## src/rtl/frame_sequencer.sv

```systemverilog
`timescale 1ns/1ps
// Front-end controller: streams a raster frame into the detection pipeline, drains it with flush pixels, then walks
// every label's stats out over a valid/ready stream. Pixels reach the pipeline 1 cycle after accept; stats beats hold under back-pressure.
module frame_sequencer #(
  parameter int FRAME_WIDTH  = 640,
  parameter int FRAME_HEIGHT = 480,
  parameter int LOC_SIZE     = 11,
  parameter int LBL_WIDTH    = 8,
  parameter int PIXEL_SIZE   = 24,
  parameter int FLUSH_PIXELS = 1288,
  parameter int STAT_LATENCY = 2
) (
  input  logic                  clk,
  input  logic                  reset,
  input  logic                  start,
  input  logic                  in_valid,
  output logic                  in_ready,
  input  logic [PIXEL_SIZE-1:0] in_data,
  output logic                  pix_en,
  output logic [LOC_SIZE-1:0]   pix_x,
  output logic [LOC_SIZE-1:0]   pix_y,
  output logic [PIXEL_SIZE-1:0] pix_data,
  input  logic [LBL_WIDTH-1:0]  num_labels,
  output logic [LBL_WIDTH-1:0]  obj_id,
  input  logic [LOC_SIZE-1:0]   obj_area,
  input  logic [LOC_SIZE-1:0]   obj_x,
  input  logic [LOC_SIZE-1:0]   obj_y,
  output logic                  stat_valid,
  input  logic                  stat_ready,
  output logic [LBL_WIDTH-1:0]  stat_id,
  output logic [LOC_SIZE-1:0]   stat_area,
  output logic [LOC_SIZE-1:0]   stat_x,
  output logic [LOC_SIZE-1:0]   stat_y,
  output logic                  busy,
  output logic                  frame_done
);

  localparam int FCW = $clog2(FLUSH_PIXELS + 1);
  localparam logic [LOC_SIZE-1:0] X_LAST     = LOC_SIZE'(FRAME_WIDTH - 1);
  localparam logic [LOC_SIZE-1:0] Y_LAST     = LOC_SIZE'(FRAME_HEIGHT - 1);
  localparam logic [LOC_SIZE-1:0] Y_OUT      = LOC_SIZE'(FRAME_HEIGHT);
  localparam logic [FCW-1:0]      FLUSH_LAST = FCW'(FLUSH_PIXELS - 1);
  localparam logic [3:0]          WAIT_INIT  = 4'(STAT_LATENCY);

  typedef enum logic [2:0] {
    IDLE, STREAM, FLUSH, SCAN_SET, SCAN_WAIT, SCAN_OUT, DONE
  } state_t;

  state_t               state;
  logic [LOC_SIZE-1:0]  col;
  logic [LOC_SIZE-1:0]  row;
  logic [FCW-1:0]       flush_cnt;
  logic [LBL_WIDTH-1:0] nl;
  logic [LBL_WIDTH-1:0] next_id;
  logic [3:0]           wait_cnt;

  assign in_ready = (state == STREAM);
  assign busy     = (state != IDLE);

  always_ff @(posedge clk) begin
    if (reset) begin
      state      <= IDLE;
      col        <= '0;
      row        <= '0;
      flush_cnt  <= '0;
      nl         <= '0;
      next_id    <= '0;
      wait_cnt   <= '0;
      pix_en     <= 1'b0;
      pix_x      <= '0;
      pix_y      <= '0;
      pix_data   <= '0;
      obj_id     <= '0;
      stat_valid <= 1'b0;
      stat_id    <= '0;
      stat_area  <= '0;
      stat_x     <= '0;
      stat_y     <= '0;
      frame_done <= 1'b0;
    end else begin
      pix_en     <= 1'b0;
      frame_done <= 1'b0;
      case (state)
        IDLE: begin
          if (start) begin
            state <= STREAM;
            col   <= '0;
            row   <= '0;
          end
        end
        // in_ready is high for the whole state, so in_valid alone marks an accept
        STREAM: begin
          if (in_valid) begin
            pix_en   <= 1'b1;
            pix_data <= in_data;
            pix_x    <= col;
            pix_y    <= row;
            if (col == X_LAST) begin
              col <= '0;
              row <= row + 1'b1;
              if (row == Y_LAST) begin
                state     <= FLUSH;
                flush_cnt <= '0;
              end
            end else begin
              col <= col + 1'b1;
            end
          end
        end
        // col has wrapped to 0 on the last accept, so it doubles as the flush column
        FLUSH: begin
          pix_en   <= 1'b1;
          pix_data <= '0;
          pix_x    <= col;
          pix_y    <= Y_OUT;
          col      <= (col == X_LAST) ? '0 : col + 1'b1;
          if (flush_cnt == FLUSH_LAST) begin
            state   <= SCAN_SET;
            nl      <= num_labels;
            next_id <= LBL_WIDTH'(1);
          end else begin
            flush_cnt <= flush_cnt + 1'b1;
          end
        end
        SCAN_SET: begin
          if (nl == '0) begin
            state      <= DONE;
            frame_done <= 1'b1;
          end else begin
            obj_id   <= next_id;
            wait_cnt <= WAIT_INIT;
            state    <= SCAN_WAIT;
          end
        end
        SCAN_WAIT: begin
          wait_cnt <= wait_cnt - 1'b1;
          if (wait_cnt == 4'd1) begin
            stat_area  <= obj_area;
            stat_x     <= obj_x;
            stat_y     <= obj_y;
            stat_id    <= obj_id;
            stat_valid <= 1'b1;
            state      <= SCAN_OUT;
          end
        end
        // compare before incrementing so nl of all ones never wraps obj_id
        SCAN_OUT: begin
          if (stat_ready) begin
            stat_valid <= 1'b0;
            if (obj_id == nl) begin
              state      <= DONE;
              frame_done <= 1'b1;
            end else begin
              next_id <= obj_id + 1'b1;
              state   <= SCAN_SET;
            end
          end
        end
        DONE: state <= IDLE;
        default: state <= IDLE;
      endcase
    end
  end

endmodule

```

## config.mk

```make
export PLATFORM = sky130hd
export DESIGN_NAME = frame_sequencer
export DESIGN_NICKNAME = d
export VERILOG_FILES = /design/src/rtl/frame_sequencer.sv
export SDC_FILE = /design/constraint.sdc
export NUM_CORES = 1
export LEC_CHECK = 0
export CAP_MARGIN = 20
export CORE_MARGIN = 1.5
export CORE_UTILIZATION = 44
export DETAILED_ROUTE_END_ITERATION = 6
export GPL_TIMING_DRIVEN = 0
export PLACE_DENSITY = 0.78
export SKIP_CTS_REPAIR_TIMING = 1
export SLEW_MARGIN = 20
export SYNTH_ARGS = -nofsm -noshare
export SYNTH_HDL_FRONTEND = slang
export SYNTH_SLANG_ARGS = --single-unit
```

## constraint.sdc

```tcl
create_clock -name clk -period 2.01 [get_ports clk]
set_clock_uncertainty 0.05 [all_clocks]
set_input_delay 0.603 -clock clk [delete_from_list [all_inputs] [get_ports clk]]
set_output_delay 0.603 -clock clk [all_outputs]
set_load 0.01 [all_outputs]
```

==> results of run 1 <==
-- area by class of cell --
| cell class | count | area, um2 |
|---|---|---|
| Buffer | 38 | 211 |
| Clock buffer | 23 | 468 |
| Clock inverter | 8 | 93.8 |
| Fill cell | 1137 | 4720 |
| Inverter | 10 | 41.3 |
| Multi-Input combinational cell | 513 | 3110 |
| Sequential cell | 154 | 3120 |
| Tap cell | 180 | 225 |
| Timing Repair Buffer | 191 | 1890 |
-- power breakdown --
group          internal [uW]  total [uW]  switching [uW]
Clock                   1880        3070            1190
Combinational            404         811             407
Sequential              3110        3160            49.1
-- cells by family (layout without fill, tap and decap cells) --
logic type,Yosys count,count (layout)
muxes,13,13
AOI/OAI and AO/OA,161,161
DFF,154,154
adders and majority gates,6,6
xor gates and xnor gates,31,31
buffers and inverters,53,270
and+or+nand+nor,302,302
-- path summary, 6_finish.rpt --
kind	endpoint	slack, ps	depth (start not counted)
worst max-delay path	row[5]	-60	5
worst min-delay path	stat_x[6]	400	2
worst max register to register	row[5]	-60	5
worst min register to register	stat_x[6]	400	2
-- metal layers --
layer | track usage [%] | up-vias | routed length (um)
li1 | - | 2930 | -
met1 | 29.5 | 2781 | 7640
met2 | 37.7 | 197 | 8500
met3 | 6.32 | 25 | 1180
met4 | 6.40 | 0 | 261
met5 | 0 | - | 0
-- sequential cells by signal, indices dropped and copies added (netlist names) --
| register | flops |
|---|---|
| col | 11 |
| flush_cnt | 11 |
| frame_done | 1 |
| next_id | 8 |
| nl | 8 |
| obj_id | 8 |
| pix_data | 24 |
| pix_en | 1 |
| pix_x | 11 |
| pix_y | 11 |
| row | 11 |
| stat_area | 11 |
| stat_id | 8 |
| stat_valid | 1 |
| stat_x | 11 |
| stat_y | 11 |
| state | 3 |
| wait_cnt | 4 |
-- cell usage after synthesis (3+ instances only) --
master	number
ha_1	6
and3_1	11
nor3_1	12
mux2i_1	13
nand4_1	20
o31ai_1	3
a21oi_1	79
or4_1	3
clkbuf_1	37
xor2_1	16
o311ai_0	3
and2_1	3
nand3_1	20
nor4_1	3
xnor2_1	15
a21o_1	4
inv_1	9
a31oi_1	3
nor2_1	46
nand2_1	161
o21ai_0	15
a22o_1	32
dfxtp_1	154
-- worst max-delay path: cells and delay by family, from the launching register on --
kind               cells  cell delay (ps)
DFF                    1              330
and+or+nand+nor        3             1140
AOI/OAI and AO/OA      2              480
-- per-stage QoR --
stage / instances / hold WS [ps] / instance area [um2]
finish: 1117 / 402 / 9160
global route: 1117 / 418 / 9160
CTS: 1099 / 404 / 8740
detailed placement: 1068 / 396 / 8180
global placement: 1068 / 391 / 8170
floorplan: 720 / 380 / 6260
-- layout by cell type (no fill, tap or decap), types with 15 or more instances in the layout --
| cell type | Yosys | routed |
|---|---|---|
| a21oi_1 | 79 | 74 |
| clkbuf_16 | 0 | 17 |
| clkdlybuf4s50_1 | 0 | 152 |
| nand3_1 | 20 | 20 |
| nor2_1 | 46 | 44 |
| nand2_1 | 161 | 159 |
| dlymetal6s2s_1 | 0 | 15 |
| buf_4 | 0 | 22 |
| dfxtp_1 | 154 | 137 |
| a22o_1 | 32 | 32 |
| xor2_1 | 16 | 16 |
| xnor2_1 | 15 | 15 |
| nand4_1 | 20 | 20 |
| clkbuf_1 | 37 | 22 |
==> flow_summary.ini, run 1 <==
[sta]
min_period_ps = 2070
tightest_slew_ps = 627
timing.fmax_mhz = 483
hold_viol = 0
drv_slew = 0
layout_setup_ws_ps = -60.7
finalSetupTns_ps = -60.7
timing.final.crit_share_pct = 103
setup_viol = 1
grt_setup_unrepaired = yes
slew_headroom_pct = 58.2

[clock_tree]
cts_tree = yes
clock-root-buffer = clkbuf_16
clk_pin_slew_ps = 60
cts_num_sinks = 154
cts_made_buffers = 17
clkLatencyLatePin_ps = 420
ctsLongestPathBuffers = 2
ctsHtreeMaxLevel = 4

[floorplan]
pin_count = 170
start_util_pct = 45.0
num_rows = 43
die_area_um2 = 14900
die_w_um = 122
core_area_um2 = 13900
die_y_um = 122

[synthesis]
synth_warnings = 0
syn_nets = 796
postSynthAreaPerCell_um2 = 8.67
synth_compound_area_share_pct = 17.2
yosys.area_share.simple_pct = 22.0
synth_top_area_share_pct = 49.4
syn_inst = 720
ys_ff_latch = 154
netlist_top_cells_area = dfxtp_1, nand2_1, a21oi_1
synth_ff_type = dfxtp_1
synth_top_family_by_area = simple AND/OR/NAND/NOR gates
synth_mux_area_share_pct = 2.08
synth-edff-count = 0
yosysTopAreaCell = dfxtp_1
syn_area_um2 = 6240
synth_seq_area_share_pct = 49.4
async_flop_share_pct = 0
synth_fa_ha_area_share_pct = 1.20
synth_cell_type_count = 61
synth-xor-area-share_pct = 4.35

[finish]
layout.nets = 1001
area_delta_synth_final_pct = 46.7
fin_util_pct = 66.0
layout-drive-gt1-share_pct = 14.2
diodes = 0

[placement]
pre_cts_ws_ps = -955
place_hpwl_um = 12100
place_congestion = 0.829
io_buffers = 168

[route]
wl_um = 17600
drtIter0Drc = 391
num_vias = 5933
drc = 0
ant_nets = 0
first_pass_iters = 7
wl_per_cell_um = 15.7
vias_per_cell = 5.31

[pwr]
ir_drop_uv = 939
leakage_uw = 0.00353
p_total_uw = 7050
power_density_nw_per_um2 = 769

[run_status]
violations = negative setup slack
status = complete, but fails checks

[worst_setup_path]
cp_cell_sequence = or4b_4 > o41ai_4 > nand2_4 > or4_4 > a21oi_2
setup.worst_path.end_class = flip-flop
startpoint_type = flip-flop
worstReg2RegStart = col[10]
crit_path_start = col[10]
required_ps = 2310
cpMaxStageDelayCell = or4b_4
critPathMaxFanout = 7
critical_path.max_stage_delay_ps = 560
setup.worst_path.class = flip-flop to flip-flop
cp.arrival_ps = 2380

[min_path]
hp-start = stat_x[6]
holdCritPathClass = flip-flop to flip-flop

[global_routing]
grt_use_total_pct = 22.9
grt_first_pass_wirelength_um = 26900
overflow = 0
antenna_found_initial = 0
grt_max_degree = 17
grt_pass1_vias = 5375

[flow_run]
drv_cap = 0
(Power assumes the default switching activity.)
==> run 2, diff against run 1 <==
--- a/config.mk
+++ b/config.mk
@@ -7,10 +7,11 @@
 export LEC_CHECK = 0
 export CAP_MARGIN = 20
 export CORE_MARGIN = 1.5
-export CORE_UTILIZATION = 44
+export CORE_UTILIZATION = 45
+export CTS_BUF_LIST = sky130_fd_sc_hd__clkbuf_8
 export DETAILED_ROUTE_END_ITERATION = 6
 export GPL_TIMING_DRIVEN = 0
-export PLACE_DENSITY = 0.78
+export PLACE_DENSITY = 0.79
 export SKIP_CTS_REPAIR_TIMING = 1
 export SLEW_MARGIN = 20
 export SYNTH_ARGS = -nofsm -noshare
==> flow_summary.ini, run 2 (synthesis gave the netlist of run 1 again) <==
[run_status]
status = complete, but fails checks
violations = negative setup slack

[worst_setup_path]
reg2reg_slack_ps = -70
setup.worst_path.class = primary input to flip-flop
startpoint_type = primary input
cp.arrival_ps = 2450
rr_worst_depth = 5
crit_path_start = in_valid
critPathMaxFanout = 3
worstReg2RegStart = col[8]
required_ps = 2350
setup.worst_path.end_class = flip-flop
critPathCapture = row[5]
r2r-end = row[5]

[floorplan]
num_rows = 42
die_w_um = 121
core_area_um2 = 13400
start_util_pct = 46.6
die_y_um = 121
die_area_um2 = 14600
pin_count = 170

[sta]
min_period_ps = 2110
setup_viol = 7
drv_slew = 0
hold_viol = 0
grt_setup_unrepaired = yes
hold-worst-slack_ps = 403
layout_setup_ws_ps = -100
slew_headroom_pct = 59.0
timing.fmax_mhz = 474
tightest_slew_ps = 615
timing.final.crit_share_pct = 105
finalSetupTns_ps = -334

[clock_tree]
cts_tree = yes
ctsLongestPathBuffers = 2
clock-root-buffer = clkbuf_8
ctsHtreeMaxLevel = 4
clk_pin_slew_ps = 80
clkLatencyLatePin_ps = 460
cts_num_sinks = 154
cts_made_buffers = 17

[global_routing]
overflow = 0
busiest_layer = met2
grt_first_pass_wirelength_um = 27400
grt_max_degree = 17
antenna_found_initial = 0
grt_pass1_vias = 5562
use_met1_pct = 30.6
grt_use_total_pct = 23.7
grtUsageMet3_pct = 5.14
met2_usage_pct = 38.6

[min_path]
hold-path-cell-count = 2
hp-start = stat_y[10]
holdCritPathClass = flip-flop to flip-flop

[finish]
largest_reg_flops = 24
final_common_cell = nand2_1
layout-drive-gt1-share_pct = 14.7
final_cell_mix = nand2_1, dfxtp_1, dlymetal6s2s_1, a21oi_1, clkdlybuf4s50_1
fill_cells = 1071
register_area_um2 = 3120
largest-register = pix_data
multi_input_area_um2 = 3120
layout.nets = 999
diodes = 0
area_delta_synth_final_pct = 47.8
stdcell_area_um2 = 9230

[pwr]
leakage_uw = 0.00495
p_total_uw = 6560
power_density_nw_per_um2 = 710
ir_drop_uv = 440

[placement]
place_hpwl_um = 12300
place_area_um2 = 8170
place_congestion = 0.842
pre_cts_ws_ps = -1020
io_buffers = 168

[route]
drc = 0
drtIter0Drc = 375
vias_per_cell = 5.38
first_pass_iters = 5
ant_nets = 0
wl_um = 17900
num_vias = 5980
wl_per_cell_um = 16.1

[flow_run]
drv_cap = 0
[run 2: final cells by class]
class / count / share of cell area [%]
plain buffers: 39 / 2.25
repair buffers: 188 / 22.5
well taps: 176 / 2.39
flip-flops and latches: 154 / 33.8
clock buffers: 20 / 2.98
inverters: 10 / 0.447
multi-input cells: 513 / 33.8
clock inverters: 12 / 1.84
[run 2: critical path, stage by stage]
cell             delay [ps]
clkdlybuf4s50_1         500
nand2_1                 130
o41ai_4                 470
nand2_4                  90
or4_1                   510
a21oi_1                 140
[run 2: report_power, final]
group	switching, uW	total, uW	internal, uW
Combinational	416	808	392
Clock	1150	2590	1440
Sequential	52.1	3160	3110
Total	1620	6560	4940
[run 2: per-stage QoR]
stage / std cells / util, %
global placement: 1064 / 60.9
detailed placement: 1064 / 61.0
global route: 1112 / 68.9
finish: 1112 / 68.9
floorplan: 720 / -
CTS: 1096 / 64.3
[run 2: how the worst min path moves through the flow]
stage / endpoint
after global routing: stat_area[10]
after CTS: stat_y[1]
after detailed placement: stat_y[2]
final: stat_y[10]
after global placement: stat_y[2]
after floorplan: flush_cnt[10]
[run 2: routing by layer]
layer,part of all wire (%),up-vias
li1,-,2929
met1,43,2829
met2,48,189
met3,6.8,33
met4,2.0,0
met5,0,-
